### src/rtl/e603_icb_sram_dly_ctrl_pkg.sv
// rtl/e603_icb_sram_dly_ctrl_pkg.sv - shared defaults and response entry layout
package e603_icb_sram_dly_ctrl_pkg;

    localparam int DELAY_WIDTH_DEF   = 9;
    localparam int MEM_SIZE_LOG2_DEF = 16;
    localparam int DW_DEF            = 32;

    // A buffered response: error flag sits above the read data
    typedef struct packed {
        logic              err;
        logic [DW_DEF-1:0] rdata;
    } rsp_entry_t;

    localparam int RSP_ENTRY_W = $bits(rsp_entry_t);

endpackage

### src/rtl/e603_gnrl_rsp_fifo.sv
// rtl/e603_gnrl_rsp_fifo.sv - synchronous in-order FIFO with valid/ready on both sides
module e603_gnrl_rsp_fifo #(
    parameter int DW    = 33,
    parameter int DEPTH = 2
) (
    input  logic                     clk,
    input  logic                     rst_n,
    input  logic                     i_wvalid,
    output logic                     o_wready,
    input  logic [DW-1:0]            i_wdata,
    output logic                     o_rvalid,
    input  logic                     i_rready,
    output logic [DW-1:0]            o_rdata,
    output logic [$clog2(DEPTH):0]   o_count
);

    localparam int PW = $clog2(DEPTH);
    localparam int CW = PW + 1;

    logic [DW-1:0] r_mem [DEPTH];
    logic [PW-1:0] r_wptr;
    logic [PW-1:0] r_rptr;
    logic [CW-1:0] r_count;
    logic          w_push;
    logic          w_pop;

    assign o_wready = (r_count != CW'(DEPTH));
    assign o_rvalid = (r_count != '0);
    assign o_rdata  = r_mem[r_rptr];
    assign o_count  = r_count;
    assign w_push   = i_wvalid & o_wready;
    assign w_pop    = i_rready & o_rvalid;

    // Pointers wrap naturally because DEPTH is a power of two
    always_ff @(posedge clk or negedge rst_n) begin
        if (!rst_n) begin
            r_wptr  <= '0;
            r_rptr  <= '0;
            r_count <= '0;
        end else begin
            if (w_push) begin
                r_wptr <= r_wptr + PW'(1);
            end
            if (w_pop) begin
                r_rptr <= r_rptr + PW'(1);
            end
            case ({w_push, w_pop})
                2'b10:   r_count <= r_count + CW'(1);
                2'b01:   r_count <= r_count - CW'(1);
                default: r_count <= r_count;
            endcase
        end
    end

    // Storage needs no reset; only entries below r_count are ever observed
    always_ff @(posedge clk) begin
        if (w_push) begin
            r_mem[r_wptr] <= i_wdata;
        end
    end

endmodule

### src/rtl/e603_icb_sram_dly_ctrl.sv
// rtl/e603_icb_sram_dly_ctrl.sv - ICB slave driving an SRAM with programmable response delay
module e603_icb_sram_dly_ctrl
    import e603_icb_sram_dly_ctrl_pkg::*;
#(
    parameter int AW            = 29,
    parameter int DW            = DW_DEF,
    parameter int MW            = 4,
    parameter int DELAY_WIDTH   = DELAY_WIDTH_DEF,
    parameter int MEM_SIZE_LOG2 = MEM_SIZE_LOG2_DEF,
    parameter int RSP_DEPTH     = 2
) (
    input  logic                                clk,
    input  logic                                rst_n,
    input  logic [DELAY_WIDTH-1:0]              delay_select,
    input  logic                                icb_cmd_valid,
    output logic                                icb_cmd_ready,
    input  logic                                icb_cmd_read,
    input  logic [AW-1:0]                       icb_cmd_addr,
    input  logic [DW-1:0]                       icb_cmd_wdata,
    input  logic [MW-1:0]                       icb_cmd_wmask,
    output logic                                icb_rsp_valid,
    input  logic                                icb_rsp_ready,
    output logic [DW-1:0]                       icb_rsp_rdata,
    output logic                                icb_rsp_err,
    output logic                                sram_cs,
    output logic                                sram_we,
    output logic [MEM_SIZE_LOG2-$clog2(MW)-1:0] sram_addr,
    output logic [MW-1:0]                       sram_wem,
    output logic [DW-1:0]                       sram_din,
    input  logic [DW-1:0]                       sram_dout
);

    localparam int BW = $clog2(MW);
    localparam int CW = $clog2(RSP_DEPTH) + 1;
    localparam int EW = DW + 1;

    logic                   w_accept;
    logic                   w_range_err;
    logic [CW-1:0]          w_fifo_count;
    logic [CW-1:0]          w_occupancy;
    logic                   w_fifo_rvalid;
    logic                   w_fifo_wready;
    logic [EW-1:0]          w_fifo_rdata;
    logic                   w_fifo_push;
    logic                   w_fifo_pop;
    logic                   w_bypass;
    logic                   w_rsp_hs;
    logic                   w_load;
    logic [DELAY_WIDTH-1:0] w_load_val;
    logic                   w_new_err;
    logic [DW-1:0]          w_new_rdata;
    logic                   w_unused;

    logic                   r_inflight;
    logic                   r_inflight_err;
    logic                   r_inflight_read;
    logic [DELAY_WIDTH-1:0] r_cnt;

    // Occupancy only counts registered state, so a pop frees a slot one cycle later
    assign w_occupancy   = w_fifo_count + CW'(r_inflight);
    assign icb_cmd_ready = (w_occupancy < CW'(RSP_DEPTH));
    assign w_accept      = icb_cmd_valid & icb_cmd_ready;
    assign w_range_err   = |icb_cmd_addr[AW-1:MEM_SIZE_LOG2];

    assign sram_cs   = w_accept & ~w_range_err;
    assign sram_we   = sram_cs & ~icb_cmd_read;
    assign sram_addr = icb_cmd_addr[MEM_SIZE_LOG2-1:BW];
    assign sram_wem  = sram_cs ? icb_cmd_wmask : '0;
    assign sram_din  = icb_cmd_wdata;

    // One-cycle slot that waits for the SRAM read data
    always_ff @(posedge clk or negedge rst_n) begin
        if (!rst_n) begin
            r_inflight      <= 1'b0;
            r_inflight_err  <= 1'b0;
            r_inflight_read <= 1'b0;
        end else begin
            r_inflight      <= w_accept;
            r_inflight_err  <= w_range_err;
            r_inflight_read <= icb_cmd_read;
        end
    end

    assign w_new_err   = r_inflight_err;
    assign w_new_rdata = (r_inflight_read & ~r_inflight_err) ? sram_dout : '0;

    // With zero delay and nothing queued the in-flight entry is presented directly
    assign w_bypass      = r_inflight & ~w_fifo_rvalid & (delay_select == '0);
    assign icb_rsp_valid = w_bypass | (w_fifo_rvalid & (r_cnt == '0));
    assign {icb_rsp_err, icb_rsp_rdata} = w_fifo_rvalid ? w_fifo_rdata
                                                        : {w_new_err, w_new_rdata};

    assign w_rsp_hs    = icb_rsp_valid & icb_rsp_ready;
    assign w_fifo_pop  = w_rsp_hs & w_fifo_rvalid;
    assign w_fifo_push = r_inflight & ~(w_bypass & icb_rsp_ready);

    // A new head appears on a write into an empty FIFO or when a pop exposes another entry
    assign w_load     = (w_fifo_push & ~w_fifo_rvalid)
                      | (w_fifo_pop & ((w_fifo_count > CW'(1)) | w_fifo_push));
    assign w_load_val = (delay_select == '0) ? '0 : delay_select - DELAY_WIDTH'(1);

    // Per-head countdown; the load cycle itself is the first cycle of the delay
    always_ff @(posedge clk or negedge rst_n) begin
        if (!rst_n) begin
            r_cnt <= '0;
        end else if (w_load) begin
            r_cnt <= w_load_val;
        end else if (r_cnt != '0) begin
            r_cnt <= r_cnt - DELAY_WIDTH'(1);
        end
    end

    e603_gnrl_rsp_fifo #(
        .DW    (EW),
        .DEPTH (RSP_DEPTH)
    ) u_rsp_fifo (
        .clk      (clk),
        .rst_n    (rst_n),
        .i_wvalid (w_fifo_push),
        .o_wready (w_fifo_wready),
        .i_wdata  ({w_new_err, w_new_rdata}),
        .o_rvalid (w_fifo_rvalid),
        .i_rready (w_fifo_pop),
        .o_rdata  (w_fifo_rdata),
        .o_count  (w_fifo_count)
    );

    assign w_unused = ^{w_fifo_wready, icb_cmd_addr[BW-1:0]};

endmodule

### config.mk
export PLATFORM = sky130hd
export DESIGN_NAME = e603_icb_sram_dly_ctrl
export DESIGN_NICKNAME = d
export VERILOG_FILES = /design/src/rtl/e603_icb_sram_dly_ctrl_pkg.sv /design/src/rtl/e603_gnrl_rsp_fifo.sv /design/src/rtl/e603_icb_sram_dly_ctrl.sv
export SDC_FILE = /design/constraint.sdc
export NUM_CORES = 1
export LEC_CHECK = 0
export ABC_AREA = 1
export BUFFER_PORTS_ARGS = -buffer_cell sky130_fd_sc_hd__buf_2
export CORE_UTILIZATION = 45
export CTS_BUF_LIST = sky130_fd_sc_hd__clkbuf_8
export DETAILED_ROUTE_END_ITERATION = 10
export PLACE_DENSITY = 0.77
export SETUP_SLACK_MARGIN = 0.02
export SLEW_MARGIN = 20
export SYNTH_ARGS = -nofsm -noshare
export SYNTH_HDL_FRONTEND = slang
export SYNTH_SLANG_ARGS = --single-unit
export TNS_END_PERCENT = 50
### constraint.sdc
create_clock -name clk -period 3.7 [get_ports clk]
set_clock_uncertainty 0.15 [all_clocks]
set_input_delay 0.37 -clock clk [delete_from_list [all_inputs] [get_ports clk]]
set_output_delay 0.37 -clock clk [all_outputs]
set_load 0.05 [all_outputs]
Word-level counts from Yosys, hierarchy flattened
Memory sizes are Yosys's and may differ from the RTL's.
Cells that the tools add are included.
{ "op_classes": {"add_sub_neg": 7, "n_mul": 0, "div_mod_pow": 0, "n_lt_le_gt_ge": 2, "eq_ne": 3, "shifts": 0, "muxes": 9, "bitwise_logic": 23, "n_reduce_logical": 7} }
{ "op_table": {"columns": ["operator", "count"], "rows": [
  ["$mux W33", 1],
  ["$mux W32", 1],
  ["$mux W9", 3],
  ["$logic_not A9 Y1", 2],
  ["$sub A9 B1 Y9 const B", 2],
  ["$and A1 B1 Y1", 15],
  ["$reduce_or A13 Y1", 1],
  ["$reduce_bool A9 Y1", 1],
  ["$reduce_bool A2 Y1", 3],
  ["$not A1 Y1", 5],
  ["$mux W4", 1],
  ["$pmux W2 S2", 1],
  ["$or A1 B1 Y1", 3],
  ["$add A1 B1 Y1 const B", 2],
  ["$add A2 B1 Y2", 1],
  ["$add A2 B1 Y2 const B", 1],
  ["$eq A2 B1 Y1 const B", 1],
  ["$eq A2 B2 Y1 const B", 1],
  ["$gt A2 B1 Y1 const B", 1],
  ["$lt A2 B2 Y1 const B", 1],
  ["$mux W1", 2],
  ["$ne A2 B2 Y1 const B", 1],
  ["$sub A2 B1 Y2 const B", 1]
]} }
{ "word_totals": {"register_bits": 16, "latch_bits": 0, "ramBits": 66, "rom_bits": 0, "inputBits": 111, "out_inout_bits": 87, "wordCells": 59, "mem_count": 1} }
{ "mem_list": {"columns": ["name", "words", "word_bits", "read_ports", "rd_ports_with_merged_regs", "wr", "line_no", "text"], "rows": [
  ["u_rsp_fifo.r_mem", 2, 33, 1, 0, 1, "e603_gnrl_rsp_fifo.sv:20", "logic [DW-1:0] r_mem [DEPTH];"]
]} }

Logic depth before layout (Yosys ltp)
Gate-level depths: netlist of the first run.
{ "depth": {"word_depth": 11, "ltp_mapped": 13, "mapped_depth_nobuf": 13} }

By module
Synthesis of the first run repeated with hierarchy kept, for this count alone.
{ "hier_totals": {"hier_cells": 574, "hier_area_um2": 4758.3} }
{ "by_module_without_submodules": {"columns": ["module", "instances", "cells_per_inst", "area_per_inst_um2", "seq_area_each_um2"], "rows": [
  ["e603_gnrl_rsp_fifo", 1, 202, 2711.4, 2082.0],
  ["e603_icb_sram_dly_ctrl", 1, 372, 2047.0, 300.3]
]} }

Least setup slack after synthesis of the first run
No wires, ideal clock.
{ "synth_path": {"path_kind": "register to output", "startpoint": "register r_inflight", "endpoint": "output sram_we", "arrival_time_ps": 2997, "required_time_ps": 3180, "slack_ps": 183, "stages_incl_launch_ff": 7, "n_path_buf": 0, "cell_sequence": "dfrtp_1 nand2_1 xor2_1 nand2_1 nor2_1 inv_2 nor2_1"} }
{ "synth_between": {"elab_chain_cells": 5} }
{ "synth_lines": {"columns": ["element", "line_no", "text"], "rows": [
  ["start: declaration", "e603_icb_sram_dly_ctrl.sv:54", "logic r_inflight;"],
  ["start signal: assignment", "e603_icb_sram_dly_ctrl.sv:78", "r_inflight <= w_accept;"],
  ["$add A2 B1 Y2", "e603_icb_sram_dly_ctrl.sv:60", "assign w_occupancy = w_fifo_count + CW'(r_inflight);"],
  ["$lt A2 B2 Y1", "e603_icb_sram_dly_ctrl.sv:61", "assign icb_cmd_ready = (w_occupancy < CW'(RSP_DEPTH));"],
  ["named net icb_cmd_ready", "e603_icb_sram_dly_ctrl.sv:16", "output logic icb_cmd_ready,"],
  ["$and A1 B1 Y1", "e603_icb_sram_dly_ctrl.sv:62", "assign w_accept = icb_cmd_valid & icb_cmd_ready;"],
  ["$and A1 B1 Y1", "e603_icb_sram_dly_ctrl.sv:65", "assign sram_cs = w_accept & ~w_range_err;"],
  ["named net sram_cs", "e603_icb_sram_dly_ctrl.sv:25", "output logic sram_cs,"],
  ["$and A1 B1 Y1", "e603_icb_sram_dly_ctrl.sv:66", "assign sram_we = sram_cs & ~icb_cmd_read;"],
  ["end: declaration", "e603_icb_sram_dly_ctrl.sv:26", "output logic sram_we,"]
]} }
The timed path passes the listed nets, and every way through them passes these cells.

Worst setup path after layout of the first run
{ "layout_path": {"startpoint": "register u_rsp_fifo.r_count[0] (netlist: u_rsp_fifo.o_count[0])", "endpoint": "output icb_rsp_rdata[6]"} }
{ "layout_between": {"elab_chain_cells": 2} }
{ "layout_lines": {"columns": ["element", "line_no", "text"], "rows": [
  ["start: declaration", "e603_gnrl_rsp_fifo.sv:23", "logic [CW-1:0] r_count;"],
  ["start signal: assignment", "e603_gnrl_rsp_fifo.sv:48", "2'b10: r_count <= r_count + CW'(1);"],
  ["start signal: assignment", "e603_gnrl_rsp_fifo.sv:49", "2'b01: r_count <= r_count - CW'(1);"],
  ["start signal: assignment", "e603_gnrl_rsp_fifo.sv:50", "default: r_count <= r_count;"],
  ["$reduce_bool A2 Y1", "e603_gnrl_rsp_fifo.sv:28", "assign o_rvalid = (r_count != '0);"],
  ["$mux W33", "e603_icb_sram_dly_ctrl.sv:90", "assign {icb_rsp_err, icb_rsp_rdata} = w_fifo_rvalid ? w_fifo_rdata"],
  ["end: declaration", "e603_icb_sram_dly_ctrl.sv:23", "output logic [DW-1:0] icb_rsp_rdata,"]
]} }
Every way passes these cells.

==> results of run 1 <==
==> final timing paths <==
| path | end | slack (ns) |
|---|---|---|
| max | icb_rsp_rdata[6] | 0.92 |
| min | r_inflight_read | 0.02 |
| max reg2reg | u_rsp_fifo.r_mem[0][23] | 1.06 |
| min reg2reg | u_rsp_fifo.r_mem[0][32] | 0.33 |
| max in group asynchronous | u_rsp_fifo.r_wptr | 2.81 |
| min in group asynchronous | r_cnt[7] | 0.32 |
==> critical path: stages, from the launching register on <==
cell and delay [ns]:
dfrtp_1 0.42, inv_1 0.11, ha_2 0.19, buf_4 0.55
a21oi_1 0.08, a22oi_1 0.26, buf_2 0.31
==> layout make-up <==
class                           count  share of cell area
Timing Repair Buffer              108               0.113
Inverter                           60              0.0459
Clock buffer                        9              0.0252
Clock inverter                      7              0.0120
Tap cell                          129              0.0329
Sequential cell                    82               0.485
Multi-Input combinational cell    252               0.286
==> through the flow <==
step | setup WS (ns) | hold slack (ns) | total power (W)
after detailed placement | 0.877 | 0.157 | 0.00371
after CTS | 0.921 | 0.00982 | 0.00431
after floorplan | 0.183 | -0.0756 | 0.00340
final | 0.916 | 0.0223 | 0.00428
after global routing | 0.734 | 0.00817 | 0.00455
after global placement | 0.919 | 0.154 | 0.00366
==> Yosys cell counts <==
cell type,number
a21oi_1,35
a21oi_4,1
a31o_2,1
nand4_1,3
inv_1,56
ha_1,6
or2_1,1
nand3b_1,1
nand2_8,1
o21ai_2,1
buf_4,46
buf_1,6
nor3_1,4
nor2_1,22
inv_2,3
nand3_2,2
nand3_1,10
nand2_2,1
o21ai_1,1
nand2_4,1
dfrtp_1,16
nor2_2,2
buf_2,2
xnor2_1,6
o21ai_0,3
or2_2,2
clkbuf_1,11
clkinv_1,1
a22oi_1,33
nand4_2,1
nor2_4,3
nand2_1,100
xor2_1,9
edfxtp_1,66
nor4_1,2
==> report_power, final <==
group / total, W / switching (W) / internal (W) / leakage [nW]
Sequential: 0.00136 / 0.0000960 / 0.00127 / 0.821
Clock: 0.000598 / 0.000342 / 0.000256 / 0.0925
Combinational: 0.00232 / 0.00173 / 0.000591 / 1.50
==> sequential cells by signal, summed over array words and instances, names as in the netlist <==
name                cells
r_inflight_err          1
r_inflight_read         1
u_rsp_fifo.o_count      2
r_cnt                   9
r_inflight              1
u_rsp_fifo.r_mem       66
u_rsp_fifo.r_wptr       1
u_rsp_fifo.r_rptr       1
==> per-layer routing <==
metal	track usage	vias up
li1	-	1582
met3	0.0319	32
met5	0	-
met4	0.0814	0
met2	0.327	114
met1	0.208	1534
==> kinds of logic (layout without fill, tap and decap cells) <==
logic type | after synthesis | after routing | share of synthesized area
AOI/OAI and AO/OA | 75 | 75 | 0.108
xor gates and xnor gates | 15 | 15 | 0.0298
adders and majority gates | 6 | 6 | 0.0170
buffers and inverters | 125 | 184 | 0.146
DFF | 82 | 82 | 0.540
and+or+nand+nor | 156 | 156 | 0.159
==> flow_summary.toml, run 1 <==
[drt]
dr_wl_met2_um = 4410
drt_iter0_drc = 129
dr_total_vias = 3262
viasPerCell = 5.04
wl_um = 9100
routedWlPerCell_um = 14.1
top_layer = "met4"
wl_met1_um = 3910
ant_nets = 0
dr.pass1.iters = 4
routed-wl-met3_um = 563
drc = 0

[synthesis]
ys_warn_count = 0
ys_seq_elements = 82
synth_top_area_cell = "edfxtp_1"
postSynthAreaPerCell_um2 = 9.61
yosys.area.top_type_share = 0.449
yosys-top-cells-area = "edfxtp_1 (45%), dfrtp_1 (9.1%), nand2_1 (8.5%)"
synth_nets = 576
syn_area_um2 = 4410
yosysUniqueCellTypes = 35
syn_inst = 459
yosysSeqAreaShare = 0.540

[timing]
fin_crit_ns = 2.78
timing.final.crit_share = 0.752
setup_viol_count_final = 0
hold_violations = 0
final-max-slew-violation-count = 0
max_slew.worst_pin.slew_ns = 1.02
setup_tns_ns = 0
max-slew-margin-rel = 0.316
fmax_mhz = 359
rsz0062_at_grt = "false"

[worst_setup_path]
setup.worst_path.start = "u_rsp_fifo.o_count[0]"
endpoint_kind = "primary output"
r2r_cells = 8
critPathRequiredTime_ns = 3.18
start_kind = "flip-flop"
path_max_fanout = 68
r2r-start = "u_rsp_fifo.o_count[0]"
crit_type = "flip-flop to primary output"
critPathArrivalTime_ns = 2.26

[pwr]
peakVddDrop_v = 0.000487
p_leak_nw = 2.41
power_density_nw_per_um2 = 872

[clocking]
cts.htree.levels = 3
clockBufferDepth = 2
insertion_delay_ns = 0.34
post_cts_resized = 0
hold_buffers = 1
cts_buffers = 9
path_clk_slew_ns = 0.08
cts_setup_buffers = 0
cts_root_buffer = "clkbuf_8"
cts_tree = "yes"
cts_sinks = 82

[layout]
multiInputGateArea_um2 = 1400
antenna_cells = 0
seq_area_um2 = 2380
final_cell_area_um2 = 4910
mostFrequentLayoutCells = "buf_2 (103), nand2_1 (100), edfxtp_1 (66)"
drive_gt1_frac = 0.280
syn_to_final_growth_pct = 11.3
fin_nets = 630
final_common_cell = "buf_2"
finalNonFillerCells = 647
utilization = 0.524
fillerInstances = 878

[place]
dpl.hpwl_um = 5990
place_area_um2 = 4720
port_buffers = 103
post-place-cells = 630
place.gp.congestion = 0.797

[global_routing]
grtUsageTotal = 0.181
antenna_found_initial = 0
grt_pass1_wl_um = 14200
grt_overflow = 0
grt_pass1_vias = 3175
grt_max_degree = 69

[die]
dieHeight_um = 101
die_w_um = 101
initial_utilization = 0.471
num_rows = 35
io_pins = 198
core-area_um2 = 9370
dieArea_um2 = 10200

[min_path]
min_delay_path_depth = 1
hp-start = "icb_cmd_read"
hp-class = "input pin to flip-flop"

[run_status]
outcome = "completed"

[run]
max_cap_viol_count = 0
Note: power is estimated with default switching activity, not from simulation.
==> run 2, diff against run 1 <==
- CORE_UTILIZATION: 45 -> 44
- PLACE_DENSITY: 0.77 -> 0.78
- clock period: 3.7 -> 2.45 ns (I/O delays scaled with it)
==> run 2 against run 1 <==
Net effect: clock-buffer cell count stayed put; clock power increased by 49%; flip-flop and latch count unchanged; register-to-register slack worse by 0.82 ns; combinational power up 60%; wire length decreased by 1.3%; first-iteration DRC count shrank 26%; utilization fell by 0.088 points; total power increased by 56%; sequential share of layout area down 1.7 points; die area up 2.2%; setup slack got worse by 0.81 ns; critical path type unchanged; largest power group unchanged.
==> flow_summary.toml, run 2 (synthesized netlist as in run 1, its figures left out) <==
[run_status]
outcome = "completed"

[worst_setup_path]
critPathArrivalTime_ns = 1.95
crit_type = "flip-flop to primary output"
setup.worst_path.start = "u_rsp_fifo.o_count[1]"
path_max_fanout = 34
start_kind = "flip-flop"
endpoint_kind = "primary output"
critPathRequiredTime_ns = 2.06
r2r-start = "r_cnt[0]"
r2r_setup_slack_ns = 0.24

[layout]
syn_to_final_growth_pct = 15.3
fin_nets = 638
regMostFlops = "u_rsp_fifo.r_mem"
finalNonFillerCells = 658
final_common_cell = "nand2_1"
fillerInstances = 895
largest_reg_flops = 66
drive_gt1_frac = 0.303
mostFrequentLayoutCells = "nand2_1 (100), buf_2 (94), edfxtp_1 (66)"
antenna_cells = 0

[pwr]
peakVddDrop_v = 0.000779
intPower_w = 0.00343
power_density_nw_per_um2 = 1310
p_seq_frac = 0.309
clockPowerShare = 0.134
p_leak_nw = 2.48
p_sw_w = 0.00325
power_w = 0.00668
power.share.switching = 0.487
combPwrFrac = 0.557

[place]
place.gp.congestion = 0.825
post-place-cells = 641
dpl.hpwl_um = 6240
port_buffers = 103

[timing]
max_slew.worst_pin.slew_ns = 0.353
timing.final.crit_share = 0.957
final-max-slew-violation-count = 0
setup_viol_count_final = 0
fmax_mhz = 427
fin_crit_ns = 2.34
max-slew-margin-rel = 0.763
rsz0062_at_grt = "true"
setup_tns_ns = 0
hold_violations = 0

[die]
die_w_um = 102
io_pins = 198
initial_utilization = 0.453
num_rows = 36
dieHeight_um = 102
dieArea_um2 = 10400
core-area_um2 = 9730

[clocking]
cts_setup_buffers = 0
cts_root_buffer = "clkbuf_8"
cts.htree.levels = 3
insertion_delay_ns = 0.34
cts_tree = "yes"
path_clk_slew_ns = 0.07
cts_buffers = 9
clockBufferDepth = 2
cts_sinks = 82

[global_routing]
grt_pass1_vias = 3007
antenna_found_initial = 0
grt_pass1_wl_um = 13700
grt_max_degree = 35
grt_overflow = 0
grtUsageTotal = 0.174

[drt]
dr.pass1.iters = 4
drc = 0
drt_iter0_drc = 95
ant_nets = 0
routedWlPerCell_um = 13.6
viasPerCell = 4.92
wl_um = 8980
dr_total_vias = 3239

[min_path]
hp-start = "icb_cmd_valid"
hp-class = "input pin to flip-flop"

[run]
max_cap_viol_count = 0
-- run 2: cell types whose count changed in the layout (fill, tap and decap cells not counted), moves of 3 or more --
cell	change
nor2_2	+5
inv_6	-3
nor2_1	-6
buf_2	-9
buf_4	+5
buf_12	+3
clkbuf_4	+5
-- run 2: routing by layer --
metal / wire, um / GRT usage / part of all wire
met1: 3860 / 0.208 / 0.43
met2: 4460 / 0.300 / 0.50
met4: 150 / 0.0791 / 0.017
met3: 507 / 0.0383 / 0.056
met5: 0 / 0 / 0
-- run 2: final cells by class --
| cell class | count | area (um2) | share of cell area |
|---|---|---|---|
| clock buffers | 9 | 124 | 0.0243 |
| clock inverters | 6 | 51.3 | 0.0101 |
| inverters | 60 | 225 | 0.0443 |
| multi-input cells | 252 | 1440 | 0.284 |
| flip-flops and latches | 82 | 2380 | 0.468 |
| well taps | 133 | 166 | 0.0327 |
| repair buffers | 116 | 697 | 0.137 |
-- run 2: repair_timing --
action	CTS	global route
endpoints found under the setup margin	3	34
endpoints found under the hold margin	17	0
hold buffers	2	0
pin swaps	0	0
gates resized for setup	0	20
-- run 2: metrics by stage --
step | hold WS (ns) | setup slack (ns) | util | instance area, um2
after detailed placement | 0.0255 | 0.263 | 0.498 | 4840
after floorplan | -0.201 | -0.159 | - | 4470
after CTS | 0.00894 | -0.00769 | 0.518 | 5040
final | 0.0288 | 0.106 | 0.523 | 5090
after global routing | 0.0165 | 0.00111 | 0.523 | 5090
after global placement | 0.0243 | 0.296 | 0.498 | 4840
-- run 2: power by group through the flow --
stage          clock, W  sequential [W]  combinational (W)
2_1_floorplan         0         0.00206            0.00314
3_3_place_gp          0         0.00207            0.00358
3_5_place_dp          0         0.00209            0.00364
4_1_cts        0.000926         0.00206            0.00366
5_1_grt        0.000983         0.00211            0.00401
6_report       0.000894         0.00206            0.00372
-- run 2: path summary, 6_finish.rpt --
| path | to | cells past startpoint |
|---|---|---|
| setup reg to reg | u_rsp_fifo.o_count[1] | 11 |
| setup / recovery | icb_rsp_rdata[6] | 6 |
| max in group asynchronous | u_rsp_fifo.r_wptr | 2 |
| min in group asynchronous | r_cnt[8] | 2 |
| hold reg to reg | u_rsp_fifo.r_mem[1][32] | 0 |
| hold / removal | r_inflight | 3 |
-- run 2: worst max-delay path, stage by stage, from the launching register on --
cell and delay (ns):
dfrtp_1 0.45, inv_2 0.09, ha_2 0.22, buf_8 0.23
a21oi_1 0.06, a22oi_1 0.25, clkbuf_4 0.29
